`config.mk`:
```
export PLATFORM = sky130hd
export DESIGN_NAME = reg_desp_param_flat
export DESIGN_NICKNAME = d
export VERILOG_FILES = /design/src/rtl/reg_desp_param_if.sv /design/src/rtl/reg_desp_param.sv /design/src/flat_wrapper.sv
export SDC_FILE = /design/constraint.sdc
export NUM_CORES = 1
export LEC_CHECK = 0
export BUFFER_PORTS_ARGS = -buffer_cell sky130_fd_sc_hd__buf_4
export CORE_UTILIZATION = 40
export DETAILED_ROUTE_END_ITERATION = 10
export RECOVER_POWER = 50
export SETUP_SLACK_MARGIN = 0.3
export SYNTH_ARGS = -nofsm -noshare
export SYNTH_HDL_FRONTEND = slang
export SYNTH_SLANG_ARGS = --single-unit
```
`constraint.sdc`:
```
create_clock -name CLK -period 2.5 [get_ports CLK]
set_input_delay 0.375 -clock CLK [delete_from_list [all_inputs] [get_ports CLK]]
set_output_delay 0.375 -clock CLK [all_outputs]
set_load 0.01 [all_outputs]
```
`src/rtl/reg_desp_param_if.sv`:
```
// rtl/reg_desp_param_if.sv - control/data bundle for the parametrised universal shift register
interface reg_desp_param_if #(
  parameter int WIDTH = 32,
  parameter int CNT_W = 6
);
  logic             ENB;
  logic             DIR;
  logic [1:0]       MODO;
  logic             S_IN;
  logic [WIDTH-1:0] D;
  logic [CNT_W-1:0] N_SHIFT;
  logic             START;
  logic [WIDTH-1:0] Q;
  logic             S_OUT;
  logic             BUSY;
  logic             DONE;

  modport master (
    output ENB, DIR, MODO, S_IN, D, N_SHIFT, START,
    input  Q, S_OUT, BUSY, DONE
  );

  modport slave (
    input  ENB, DIR, MODO, S_IN, D, N_SHIFT, START,
    output Q, S_OUT, BUSY, DONE
  );
endinterface

```
`src/rtl/reg_desp_param.sv`:
```
// rtl/reg_desp_param.sv - universal shift register with arithmetic mode and N-step burst engine
module reg_desp_param #(
  parameter int WIDTH = 32,
  parameter int CNT_W = 6
) (
  input  logic             CLK,
  input  logic             RST_N,
  reg_desp_param_if.slave  bus
);

  typedef enum logic {IDLE, RUN} state_t;

  localparam logic [CNT_W-1:0] CNT_ONE = {{(CNT_W-1){1'b0}}, 1'b1};

  state_t           state_q, state_d;
  logic [WIDTH-1:0] q_q, q_d;
  logic             s_out_q, s_out_d;
  logic [CNT_W-1:0] count_q, count_d;
  logic [1:0]       mode_q, mode_d;
  logic             dir_q, dir_d;
  logic             done_q, done_d;

  logic [1:0]       op_mode;
  logic             op_dir;
  logic [WIDTH-1:0] op_q;
  logic             op_s;
  logic             burst_go;

  // A running burst uses the mode/direction captured at START; otherwise the live inputs.
  always_comb begin
    op_mode = (state_q == RUN) ? mode_q : bus.MODO;
    op_dir  = (state_q == RUN) ? dir_q  : bus.DIR;
    op_q    = q_q;
    op_s    = 1'b0;
    case (op_mode)
      2'b00: begin
        if (op_dir) begin
          op_q = {q_q[WIDTH-2:0], bus.S_IN};
          op_s = q_q[WIDTH-1];
        end else begin
          op_q = {bus.S_IN, q_q[WIDTH-1:1]};
          op_s = q_q[0];
        end
      end
      2'b01: begin
        if (op_dir) begin
          op_q = {q_q[WIDTH-2:0], q_q[WIDTH-1]};
          op_s = q_q[WIDTH-1];
        end else begin
          op_q = {q_q[0], q_q[WIDTH-1:1]};
          op_s = q_q[0];
        end
      end
      2'b10: begin
        op_q = bus.D;
        op_s = 1'b0;
      end
      default: begin
        if (op_dir) begin
          op_q = {q_q[WIDTH-2:0], 1'b0};
          op_s = q_q[WIDTH-1];
        end else begin
          op_q = {q_q[WIDTH-1], q_q[WIDTH-1:1]};
          op_s = q_q[0];
        end
      end
    endcase
  end

  // Only multi-step shift/rotate bursts ever enter RUN; zero-length and load bursts finish in IDLE.
  assign burst_go = bus.ENB && bus.START && (bus.N_SHIFT != '0) &&
                    (bus.N_SHIFT != CNT_ONE) && (bus.MODO != 2'b10);

  always_ff @(posedge CLK or negedge RST_N) begin
    if (!RST_N) begin
      state_q <= IDLE;
      q_q     <= '0;
      s_out_q <= 1'b0;
      count_q <= '0;
      mode_q  <= 2'b00;
      dir_q   <= 1'b0;
      done_q  <= 1'b0;
    end else begin
      state_q <= state_d;
      q_q     <= q_d;
      s_out_q <= s_out_d;
      count_q <= count_d;
      mode_q  <= mode_d;
      dir_q   <= dir_d;
      done_q  <= done_d;
    end
  end

  always_comb begin
    state_d = state_q;
    case (state_q)
      IDLE:    if (burst_go) state_d = RUN;
      RUN:     if (bus.ENB && (count_q == CNT_ONE)) state_d = IDLE;
      default: state_d = IDLE;
    endcase
  end

  always_comb begin
    q_d     = q_q;
    s_out_d = s_out_q;
    count_d = count_q;
    mode_d  = mode_q;
    dir_d   = dir_q;
    done_d  = 1'b0;
    if (bus.ENB) begin
      if (state_q == RUN) begin
        q_d     = op_q;
        s_out_d = op_s;
        count_d = count_q - CNT_ONE;
        done_d  = (count_q == CNT_ONE);
      end else if (bus.START) begin
        mode_d  = bus.MODO;
        dir_d   = bus.DIR;
        count_d = bus.N_SHIFT;
        if (bus.N_SHIFT == '0) begin
          done_d = 1'b1;
        end else if (bus.MODO == 2'b10) begin
          q_d     = op_q;
          s_out_d = op_s;
          done_d  = 1'b1;
        end else begin
          q_d     = op_q;
          s_out_d = op_s;
          count_d = bus.N_SHIFT - CNT_ONE;
          done_d  = (bus.N_SHIFT == CNT_ONE);
        end
      end else begin
        q_d     = op_q;
        s_out_d = op_s;
      end
    end
  end

  always_comb begin
    bus.Q     = q_q;
    bus.S_OUT = s_out_q;
    bus.BUSY  = (state_q == RUN);
    bus.DONE  = done_q;
  end

endmodule

```
`src/flat_wrapper.sv`:
```
// flat-port wrapper written by rule: the top's interface ports become plain ports
module reg_desp_param_flat 
#(
  parameter int WIDTH = 32,
  parameter int CNT_W = 6
)
  (CLK, RST_N, bus_ENB, bus_DIR, bus_MODO, bus_S_IN, bus_D, bus_N_SHIFT, bus_START, bus_Q, bus_S_OUT, bus_BUSY, bus_DONE);
  reg_desp_param_if #(.WIDTH(WIDTH), .CNT_W(CNT_W)) bus_i ();
  input  logic CLK;
  input  logic RST_N;
  input wire logic [$bits(bus_i.ENB)-1:0] bus_ENB;
  input wire logic [$bits(bus_i.DIR)-1:0] bus_DIR;
  input wire logic [$bits(bus_i.MODO)-1:0] bus_MODO;
  input wire logic [$bits(bus_i.S_IN)-1:0] bus_S_IN;
  input wire logic [$bits(bus_i.D)-1:0] bus_D;
  input wire logic [$bits(bus_i.N_SHIFT)-1:0] bus_N_SHIFT;
  input wire logic [$bits(bus_i.START)-1:0] bus_START;
  output wire logic [$bits(bus_i.Q)-1:0] bus_Q;
  output wire logic [$bits(bus_i.S_OUT)-1:0] bus_S_OUT;
  output wire logic [$bits(bus_i.BUSY)-1:0] bus_BUSY;
  output wire logic [$bits(bus_i.DONE)-1:0] bus_DONE;
  assign bus_i.ENB = bus_ENB;
  assign bus_i.DIR = bus_DIR;
  assign bus_i.MODO = bus_MODO;
  assign bus_i.S_IN = bus_S_IN;
  assign bus_i.D = bus_D;
  assign bus_i.N_SHIFT = bus_N_SHIFT;
  assign bus_i.START = bus_START;
  assign bus_Q = bus_i.Q;
  assign bus_S_OUT = bus_i.S_OUT;
  assign bus_BUSY = bus_i.BUSY;
  assign bus_DONE = bus_i.DONE;
  reg_desp_param #(.WIDTH(WIDTH), .CNT_W(CNT_W)) u_core (.CLK(CLK), .RST_N(RST_N), .bus(bus_i));
endmodule
```
==> results of run 1 <==
per-layer routing:
metal,up-vias,wire length (um),global-route usage,part of all wire
li1,1373,-,-,-
met2,75,3240,0.328,0.45
met3,5,377,0.0350,0.053
met5,-,0,0,0
met4,0,82,0.0586,0.011
met1,1256,3470,0.285,0.48
layout by cell type, fill, tap and decap left out, types with 2 or more instances in the layout:
master	instances
o21ai_0	29
nor3_1	6
mux2i_1	4
nand2_1	110
nor2_1	5
clkbuf_1	17
xor2_1	2
mux2_4	2
dfrtp_1	43
a21o_1	2
nand3_1	7
buf_4	69
o21a_1	2
a21oi_1	71
xnor2_1	2
nor2b_1	2
clkinv_2	2
inv_1	9
clkbuf_8	6
o21ai_1	11
ha_1	9
o31ai_1	2
o22ai_1	3
synthesized netlist by cell type, drive strengths merged:
cell and count:
clkbuf 11, a22o 1, nand2 111, xor2 2
buf 12, a21oi 71, a22oi 1, a21o 2
nor2 6, o21ai 41, nor2b 3, a32oi 1
o31ai 2, and3 1, xnor2 2, nand4 1
mux2i 6, inv 9, nand4b 1, o21a 2
ha 9, nor4 2, dfrtp 44, nor3 7
nand3 7, o22ai 3, nand2b 1, mux2 3
final cells by class:
cell class                 count  area [sq um]
tap                           77          96.3
clock inverter                 2          10.0
inverter                       9          33.8
timing repair buffer          88           607
fill                         659          3040
sequential                    44          1100
clock buffer                   6          82.6
multi-input combinational    286          1520
worst max path at each step:
stage	from	to	slack (ns)	depth (start not counted)
global route	u_core.bus.BUSY	u_core.bus.Q[8]	0.30	8
detailed placement	u_core.bus.BUSY	u_core.bus.Q[31]	0.39	7
CTS	u_core.bus.BUSY	u_core.bus.Q[31]	0.38	7
finish	u_core.bus.BUSY	u_core.bus.Q[8]	0.50	8
floorplan	u_core.bus.BUSY	u_core.bus.Q[10]	0.41	9
global placement	u_core.bus.BUSY	u_core.bus.Q[31]	0.47	7
state kept, by name (all words and copies together), names as in the netlist:
register / flops
u_core.bus.BUSY: 1
u_core.bus.DONE: 1
u_core.bus.Q: 32
u_core.bus.S_OUT: 1
u_core.count_q: 6
u_core.dir_q: 1
u_core.mode_q: 2
through the flow:
stage	util	hold slack, ns	instance area (sq um)	power, mW
after floorplan	-	0.0794	2760	2.84
after global placement	0.527	0.420	3420	3.68
after detailed placement	0.527	0.417	3420	3.72
after CTS	0.541	0.0897	3510	4.20
after global routing	0.532	0.303	3450	4.48
final	0.532	0.268	3450	4.10
power by group through the flow:
stage | Sequential [mW] | Clock (mW) | Combinational [mW]
4_1_cts | 1.39 | 0.485 | 2.33
5_1_grt | 1.45 | 0.511 | 2.52
3_3_place_gp | 1.40 | 0 | 2.28
3_5_place_dp | 1.41 | 0 | 2.32
2_1_floorplan | 1.43 | 0 | 1.41
6_report | 1.40 | 0.480 | 2.22
critical path: cells and delay by family, from the launching register on:
family                   cells  cell delay (ns)
multiplexers                 1             0.32
AND/OR/NAND/NOR              1             0.21
flip-flops                   1             0.49
adder cells (fa/ha/maj)      1             0.25
buffers and inverters        2             0.33
AO/OA/AOI/OAI                3             0.27
cells by family (layout without fill, tap and decap cells):
| logic type | count (synthesis) | count (layout) | synth area share |
|---|---|---|---|
| compound gates | 124 | 124 | 0.237 |
| buf+inv | 32 | 105 | 0.0562 |
| simple gates | 140 | 140 | 0.213 |
| fa+ha+maj | 9 | 9 | 0.0408 |
| flops | 44 | 44 | 0.399 |
| xor+xnor | 4 | 4 | 0.0127 |
| mux | 9 | 9 | 0.0413 |
timing repair:
item,CTS,global route
resized for setup,0,2
setup endpoints to repair,0,32
hold buffers,0,0
==> metrics.md, run 1 <==
| Metric | Value |
|---|---|
| Status | `complete, no violations` |
| Non-Filler Instances | `512` |
| TritonCTS Buffers | `5` |
| Synth cell types | `38` |
| Peak VDD IR | `0.453 mV` |
| DP Worst Slack | `0.394 ns` |
| Leak Pwr | `1.57 nW` |
| First-pass GRT wire length | `11800 um` |
| Min cycle time layout | `2.00 ns` |
| Final WS setup | `0.497 ns` |
| DRT antenna net count | `0` |
| Final Hold Fails | `0` |
| Die Width | `85.1 um` |
| Seq pwr share | `0.341` |
| Clk Tree Root Cell | `clkbuf_8` |
| Worst hold path class | `in2async` |
| Final WL | `7180 um` |
| Io pins | `81` |
| Kind of critical path | `reg2reg` |
| Reg2reg path depth | `8` |
| Setup TNS | `0 ns` |
| Critical-path maximum fanout | `14` |
| ANT cells | `0` |
| DR pass1 iterations | `4` |
| Least-Margin Pin Slew | `1.14 ns` |
| Sink Count | `44` |
| Wirelength per Cell | `14.0 um` |
| Seq/Total Area, Yosys | `0.399` |
| FF-to-FF Start | `u_core.bus.BUSY` |
| Gate power share | `0.542` |
| Synth top area share | `0.399` |
| Post-Synthesis Net Count | `417` |
| Synth area leader | `dfrtp_1` |
| Worst path cell trace | `mux2i_1, inv_1, ha_1, nor3_2, buf_4, a21oi_1, a21oi_1, o21ai_0` |
| Via density | `5.29` |
| Vias in the first global route | `2502` |
| Net switching power | `1.91 mW` |
| NumNets Final | `489` |
| Via count | `2709` |
| CP Data Required Time | `2.68 ns` |
| Global route total overflow | `0` |
| Most Frequent Cell on Critical Path | `a21oi_1` |
| Number of DRC violations after detailed-routing iteration 0 | `176` |
| Cells after DPL | `504` |
| Power per cell area | `1190 nW/um^2` |
| Synth warn | `0` |
| R2R setup slack | `0.50 ns` |
| Die area | `7230 sq um` |
| Skew final | `0.00442 ns` |
| Area Growth Syn to Fin | `25.2%` |
| Clock share of power | `0.117` |
| CP Capture Type | `flip-flop` |
| GRT Util Overall | `0.204` |
| Share of post-route cells with drive strength above 1 | `0.209` |
| I/O Buffers | `80` |
| End of the worst register-to-register path | `u_core.bus.Q[8]` |
| Flops & latches, synth | `44` |
| CP arrival | `2.18 ns` |
| Worst setup SP type | `flip-flop` |
| Max-Cap Viols | `0` |
| Starting Density | `0.425` |
| Gp weighted congestion | `0.792` |
| Post-CTS Setup Inserts | `0` |
| Slowest cell on the critical path | `dfrtp_2` |
| Fin crit share | `0.801` |
| Largest net degree at the start of global routing | `45` |
| Drt drc | `0` |
| Skew-Pair Late Insertion Delay | `0.30 ns` |
| Mapped Cells | `362` |
| Hpwl dp | `5010 um` |
| Post-Syn Area | `2760 sq um` |
| Die height | `85.1 um` |
| Max Buffers Root-to-Sink | `2` |
| H-tree levels | `2` |
| Initial antenna violation count | `0` |
| Mean Syn Cell Area | `7.62 sq um` |
| CTS clk-pin slew, worst paths | `0.09 ns` |
| Internal power | `2.19 mW` |
| CTS tree | `yes` |
| Cell Rows | `29` |
| Worst path max stage delay | `0.49 ns` |
| Top cells by area in the synthesized netlist | `dfrtp_1, nand2_1, a21oi_1` |
| Sw frac | `0.466` |
| Core Region | `6490 sq um` |
| Setup violators final | `0` |
| Fmax | `499 MHz` |
| Setup repair after global routing missed its margin | `no` |
| Worst slew margin | `0.241` |
| Final Slew Violations | `0` |
Power figures use the tool's default switching activity.
==> run 2: changes to the inputs <==
==> constraint.sdc (replaced) <==
create_clock -name CLK -period 2.1 [get_ports CLK]
set_input_delay 0.315 -clock CLK [delete_from_list [all_inputs] [get_ports CLK]]
set_output_delay 0.315 -clock CLK [all_outputs]
set_load 0.01 [all_outputs]
==> run 2 against run 1 <==
Net effect:
- first-iteration DRC count down 32%
- clock skew rose by 0.0014 ns
- sequential share of layout area fell by 2.6 points
- die area is the same
- core utilization rose by 4.7 points
- clock power up 31%
- non-clock buffer count up 12
- worst hold slack got worse by 0.051 ns
- wire length is 5.8% higher
- setup slack lost 0.25 ns
- final area grew 8.9%
- critical endpoint is now u_core.bus.Q[9]
- largest power group unchanged
==> metrics.md, run 2 (same netlist as run 1, synthesis figures left out) <==
| Metric | Value |
|---|---|
| Status | `complete, no violations` |
| Commonest cells after routing, fill and taps aside | `nand2_1, buf_4, a21oi_1, dfrtp_1, o21ai_0` |
| Via density | `5.36` |
| Setup TNS | `0 ns` |
| Peak VDD IR | `0.684 mV` |
| DP Worst Slack | `0.173 ns` |
| Fmax | `540 MHz` |
| Global route total overflow | `0` |
| Die Width | `85.1 um` |
| Via count | `2797` |
| CP Data Required Time | `2.28 ns` |
| Post-DP Area | `3490 sq um` |
| Worst hold path class | `in2async` |
| Sink Count | `44` |
| Sw frac | `0.440` |
| Max Buffers Root-to-Sink | `2` |
| Vias in the first global route | `2607` |
| Hold Slack | `0.217 ns` |
| Net switching power | `2.58 mW` |
| Min cycle time layout | `1.85 ns` |
| Skew final | `0.00586 ns` |
| DRT antenna net count | `0` |
| First-pass GRT wire length | `12300 um` |
| Kind of critical path | `reg2reg` |
| Cell Rows | `29` |
| Share of post-route cells with drive strength above 1 | `0.279` |
| GRT Util Overall | `0.208` |
| DR pass1 iterations | `4` |
| Skew-Pair Late Insertion Delay | `0.30 ns` |
| Internal power | `3.28 mW` |
| Final WS setup | `0.247 ns` |
| Final Slew Violations | `0` |
| Final Hold Fails | `0` |
| Gp weighted congestion | `0.807` |
| Worst slew margin | `0.243` |
| CP arrival | `2.04 ns` |
| Final WL | `7600 um` |
| CTS clk-pin slew, worst paths | `0.08 ns` |
| Number of DRC violations after detailed-routing iteration 0 | `119` |
| Hpwl dp | `5010 um` |
| Initial antenna violation count | `0` |
| Largest net degree at the start of global routing | `45` |
| Leak Pwr | `1.65 nW` |
| Critical-path maximum fanout | `6` |
| Clock share of power | `0.107` |
| Filler cells | `619` |
| Wirelength per Cell | `14.6 um` |
| FF/Latch Area | `1100 sq um` |
| CTS tree | `yes` |
| Least-Margin Pin Slew | `1.14 ns` |
| Io pins | `81` |
| Die height | `85.1 um` |
| ANT cells | `0` |
| Most common cell after layout, fill and taps aside | `nand2_1` |
| Max FFs per register | `32` |
| Starting Density | `0.425` |
| CP Capture Type | `flip-flop` |
| H-tree levels | `2` |
| Max-Cap Viols | `0` |
| Die area | `7230 sq um` |
| Clk Tree Root Cell | `clkbuf_8` |
| Worst setup SP type | `flip-flop` |
| Fin area | `3760 sq um` |
| Area Growth Syn to Fin | `36.3%` |
| Power per cell area | `1560 nW/um^2` |
| Multi-input gate area | `1650 sq um` |
| Core Region | `6490 sq um` |
| Setup repair after global routing missed its margin | `yes` |
| Gate power share | `0.609` |
| Fin crit share | `0.882` |
| NumNets Final | `501` |
| Pwr Total | `5.86 mW` |
| Drt drc | `0` |
| Seq pwr share | `0.284` |
| I/O Buffers | `80` |
| Setup violators final | `0` |
| TritonCTS Buffers | `5` |
[run 2: cell count changes in the layout (fill, tap and decap cells not counted), sizes merged]
cell / before / now
buf: 70 / 81
clkinv: 2 / 0
bufinv: 0 / 1
[run 2: worst paths after layout]
kind                            cells past startpoint          endpoint  slack, ns              from
worst max-delay path                                9   u_core.bus.Q[9]       0.25   u_core.bus.BUSY
worst min-delay path                                1  u_core.bus.Q[26]       0.22             RST_N
worst max register to register                      9   u_core.bus.Q[9]       0.25   u_core.bus.BUSY
worst min register to register                      2  u_core.bus.S_OUT       0.50  u_core.bus.S_OUT
max in group asynchronous                           1   u_core.bus.BUSY       1.09             RST_N
min in group CLK                                    3      u_core.dir_q       0.24           bus_DIR
[run 2: metal layers]
| metal | track usage | share of wire |
|---|---|---|
| met5 | 0 | 0 |
| met4 | 0.0508 | 0.0067 |
| met3 | 0.0340 | 0.049 |
| met2 | 0.348 | 0.48 |
| met1 | 0.283 | 0.46 |
[run 2: metrics by stage]
step / utilization / std cells
global route: 0.579 / 522
global placement: 0.538 / 506
finish: 0.579 / 522
floorplan: - / 362
CTS: 0.561 / 515
detailed placement: 0.538 / 506
[run 2: final cells by class]
type	instances	area share
Multi-Input combinational cell	286	0.439
Sequential cell	44	0.293
Timing Repair Buffer	100	0.207
Tap cell	77	0.0256
Clock buffer	5	0.0183
Inverter	9	0.00898
Clock inverter	1	0.00798
[run 2: power by group through the flow]
stage | sequential, mW | combinational (mW) | clock, mW
after global routing | 1.72 | 3.92 | 0.682
after CTS | 1.66 | 3.17 | 0.655
after global placement | 1.67 | 2.91 | 0
final | 1.66 | 3.57 | 0.629
after detailed placement | 1.67 | 2.95 | 0
after floorplan | 1.71 | 1.79 | 0
[run 2: timing repair]
action	CTS	global route
cloned	1	2
setup endpoints to repair	32	33
pin swaps	1	4
buffers inserted	2	5
gates resized for setup	2	34
hold buffers	0	0
hold endpoints to repair	0	0
[run 2: critical path: stages, from the launching register on]
cell	delay (ns)
dfrtp_2	0.43
mux2i_4	0.33
inv_2	0.09
ha_4	0.20
nor3_4	0.15
buf_6	0.15
clkbuf_16	0.15
a21oi_1	0.05
a21oi_1	0.11
o21ai_0	0.08
==> run 3: changes to the inputs <==
--- a/config.mk
+++ b/config.mk
@@ -5,6 +5,7 @@
 export SDC_FILE = /design/constraint.sdc
 export NUM_CORES = 1
 export LEC_CHECK = 0
+export ABC_AREA = 1
 export BUFFER_PORTS_ARGS = -buffer_cell sky130_fd_sc_hd__buf_4
 export CORE_UTILIZATION = 40
 export DETAILED_ROUTE_END_ITERATION = 10
==> run 3 against run 2 <==
Net effect:
- sequential share of layout area grew 0.33 points
- sequential power grew 4%
- non-clock buffer count shrank 8
==> metrics.md, run 3 <==
| Metric | Value |
|---|---|
| Drt drc | `0` |
| Worst setup SP type | `flip-flop` |
| Seq pwr share | `0.278` |
| Starting Density | `0.416` |
| CTS clk-pin slew, worst paths | `0.09 ns` |
| GRT Util Overall | `0.212` |
| FF-to-FF Start | `u_core.bus.BUSY` |
| ANT cells | `0` |
| Reg2reg path depth | `11` |
| Clk Tree Root Cell | `clkbuf_8` |
| Flops & latches, synth | `44` |
| Mean Syn Cell Area | `7.66 sq um` |
| Final core utilization | `0.544` |
| H-tree levels | `2` |
| End of the worst register-to-register path | `u_core.bus.Q[2]` |
| Commonest cells after routing, fill and taps aside | `buf_4, a21oi_1, nand2_1, dfrtp_1, nor2_1` |
| Largest net degree at the start of global routing | `45` |
| Synth top area share | `0.387` |
| CP Data Required Time | `2.30 ns` |
| Via count | `2842` |
| Post-synthesis xor/xnor area fraction | `0.0123` |
| Filler cells | `681` |
| Cell Rows | `30` |
| Crit path to | `u_core.bus.Q[2]` |
| CP arrival | `1.95 ns` |
| R2R setup slack | `0.35 ns` |
| Hpwl dp | `5080 um` |
| Multi-input gate area | `1560 sq um` |
| Clock share of power | `0.107` |
| Critical-path maximum fanout | `15` |
| Worst slew margin | `0.225` |
| Die Width | `86.3 um` |
| Max FFs per register | `32` |
| Final Hold Fails | `0` |
| Most common cell after layout, fill and taps aside | `buf_4` |
| Skew-Pair Late Insertion Delay | `0.30 ns` |
| FF/Latch Area | `1100 sq um` |
| Status | `complete, no violations` |
| Kind of critical path | `reg2reg` |
| Largest family of logic cells by synthesized area | `compound AO/OA/AOI/OAI gates` |
| Sink Count | `44` |
| Least-Margin Pin Slew | `1.16 ns` |
| Mapped Cells | `371` |
| Synth Area in Compound Gates | `0.287` |
| Vias in the first global route | `2776` |
| Most common cell in the netlist | `a21oi_1` |
| Synth Area in Adders | `0.0396` |
| Die area | `7450 sq um` |
| Post-synth ARST share | `1.00` |
| Setup repair after global routing missed its margin | `yes` |
| Mux cell area share after synthesis | `0.00396` |
| I/O Buffers | `80` |
| Number of DRC violations after detailed-routing iteration 0 | `129` |
| Seq/Total Area, Yosys | `0.387` |
| Leak Pwr | `1.70 nW` |
| Hold-fix buffers, CTS | `0` |
| Internal power | `3.47 mW` |
| Area share of and/or/nand/nor cells after synthesis | `0.178` |
| Share of post-route cells with drive strength above 1 | `0.255` |
| Gp weighted congestion | `0.872` |
| Peak VDD IR | `0.696 mV` |
| CP Capture Type | `flip-flop` |
| Worst hold path class | `in2async` |
| Min cycle time layout | `1.75 ns` |
| Wirelength per Cell | `14.0 um` |
| Core Region | `6830 sq um` |
| Synth cell types | `31` |
| Die height | `86.3 um` |
| Synth area leader | `dfrtp_1` |
| First-pass GRT wire length | `12600 um` |
| Synth warn | `0` |
| Net switching power | `2.73 mW` |
| Max Buffers Root-to-Sink | `2` |
| Sw frac | `0.440` |
| TritonCTS Buffers | `5` |
| Io pins | `81` |
| Fin crit share | `0.834` |
| Setup violators final | `0` |
| Final WL | `7670 um` |
| DR pass1 iterations | `4` |
| Gate power share | `0.615` |
| Max-Cap Viols | `0` |
| Setup TNS | `0 ns` |
| Power per cell area | `1670 nW/um^2` |
| Final Slew Violations | `0` |
| Final WS setup | `0.348 ns` |
| Crit path launch | `u_core.bus.BUSY` |
| DRT antenna net count | `0` |
| Initial antenna violation count | `0` |
| Post-Synthesis Net Count | `426` |
| Fmax | `571 MHz` |
| Synth top cells by count | `a21oi_1, nand2_1, dfrtp_1, nor2_1, o21ai_0` |
| Skew final | `0.00488 ns` |
| Area Growth Syn to Fin | `30.7%` |
| Top cells by area in the synthesized netlist | `dfrtp_1, a21oi_1, o21ai_0` |
| Post-Syn Area | `2840 sq um` |
| DP Worst Slack | `0.175 ns` |
| CTS tree | `yes` |
| Dominant synthesized flop cell | `dfrtp_1` |
| Global route total overflow | `0` |
| NumNets Final | `505` |
| Post-synth EDFFs | `0` |
| Via density | `5.20` |
-- run 3: cell types whose count changed in the layout (fill, tap and decap cells not counted), sizes merged, moves of 3 or more --
cell	change
nand3	+4
o21a	+25
nand4	+3
a21oi	-4
nor2b	-3
mux2i	-6
nand2	-61
buf	-6
o21ai	+5
o22ai	-3
nor3	-7
inv	+20
nor2	+46
-- run 3: final cells by class --
type / count / share of cell area
clock buffers: 6 / 0.0195
clock inverters: 2 / 0.00943
inverters: 30 / 0.0317
multi-input cells: 277 / 0.420
flip-flops and latches: 44 / 0.296
well taps: 96 / 0.0323
repair buffers: 92 / 0.190
-- run 3: power groups by stage --
stage	sequential (mW)	clock [mW]	combinational (mW)
floorplan	1.77	0	2.34
CTS	1.72	0.680	3.43
finish	1.73	0.662	3.81
global route	1.78	0.716	4.25
detailed placement	1.74	0	3.40
global placement	1.74	0	3.36
-- run 3: critical path: stages, from the launching register on --
cell,delay (ns)
dfrtp_1,0.36
inv_1,0.07
or2_4,0.24
o21ai_4,0.09
inv_2,0.08
ha_4,0.18
nor2_4,0.11
nand2_4,0.09
clkbuf_16,0.18
o21a_1,0.10
o21ai_0,0.07
a21oi_1,0.08
-- run 3: logic make-up after synthesis --
group	after synthesis
buffers and inverters	50
adder cells (fa/ha/maj)	9
flip-flops	44
AND/OR/NAND/NOR	119
XOR/XNOR	4
AO/OA/AOI/OAI	144
multiplexers	1
-- run 3: metal layers --
metal / global-route usage / up-vias / routed length, um
met4: 0.0682 / 0 / 95
met3: 0.0486 / 8 / 443
met5: 0 / - / 0
met2: 0.385 / 84 / 3870
met1: 0.247 / 1340 / 3260
li1: - / 1410 / -
-- run 3: worst min path at each step --
| stage | start | endpoint | slack, ns | depth (start not counted) |
|---|---|---|---|---|
| 2_1_floorplan | RST_N | u_core.bus.BUSY | 0.02 | 0 |
| 3_3_place_gp | RST_N | u_core.bus.Q[24] | 0.37 | 1 |
| 3_5_place_dp | RST_N | u_core.bus.Q[23] | 0.36 | 1 |
| 4_1_cts | RST_N | u_core.bus.Q[16] | 0.03 | 1 |
| 5_1_grt | bus_DIR | u_core.dir_q | 0.26 | 2 |
| 6_report | RST_N | u_core.bus.Q[23] | 0.23 | 1 |
-- run 3: through the flow --
step	cells	cell area, sq um	total power, mW	hold slack [ns]
after CTS	544	3640	5.83	0.0317
after floorplan	371	2900	4.12	0.0194
after global routing	547	3710	6.75	0.256
final	547	3710	6.20	0.231
after detailed placement	534	3510	5.13	0.364
after global placement	534	3510	5.10	0.365
-- run 3: repair_timing --
item | CTS | global route
endpoints found under the setup margin | 32 | 32
buffers inserted | 2 | 1
gates cloned | 0 | 2
resized for setup | 0 | 35
pin swaps | 0 | 18
endpoints found under the hold margin | 0 | 0
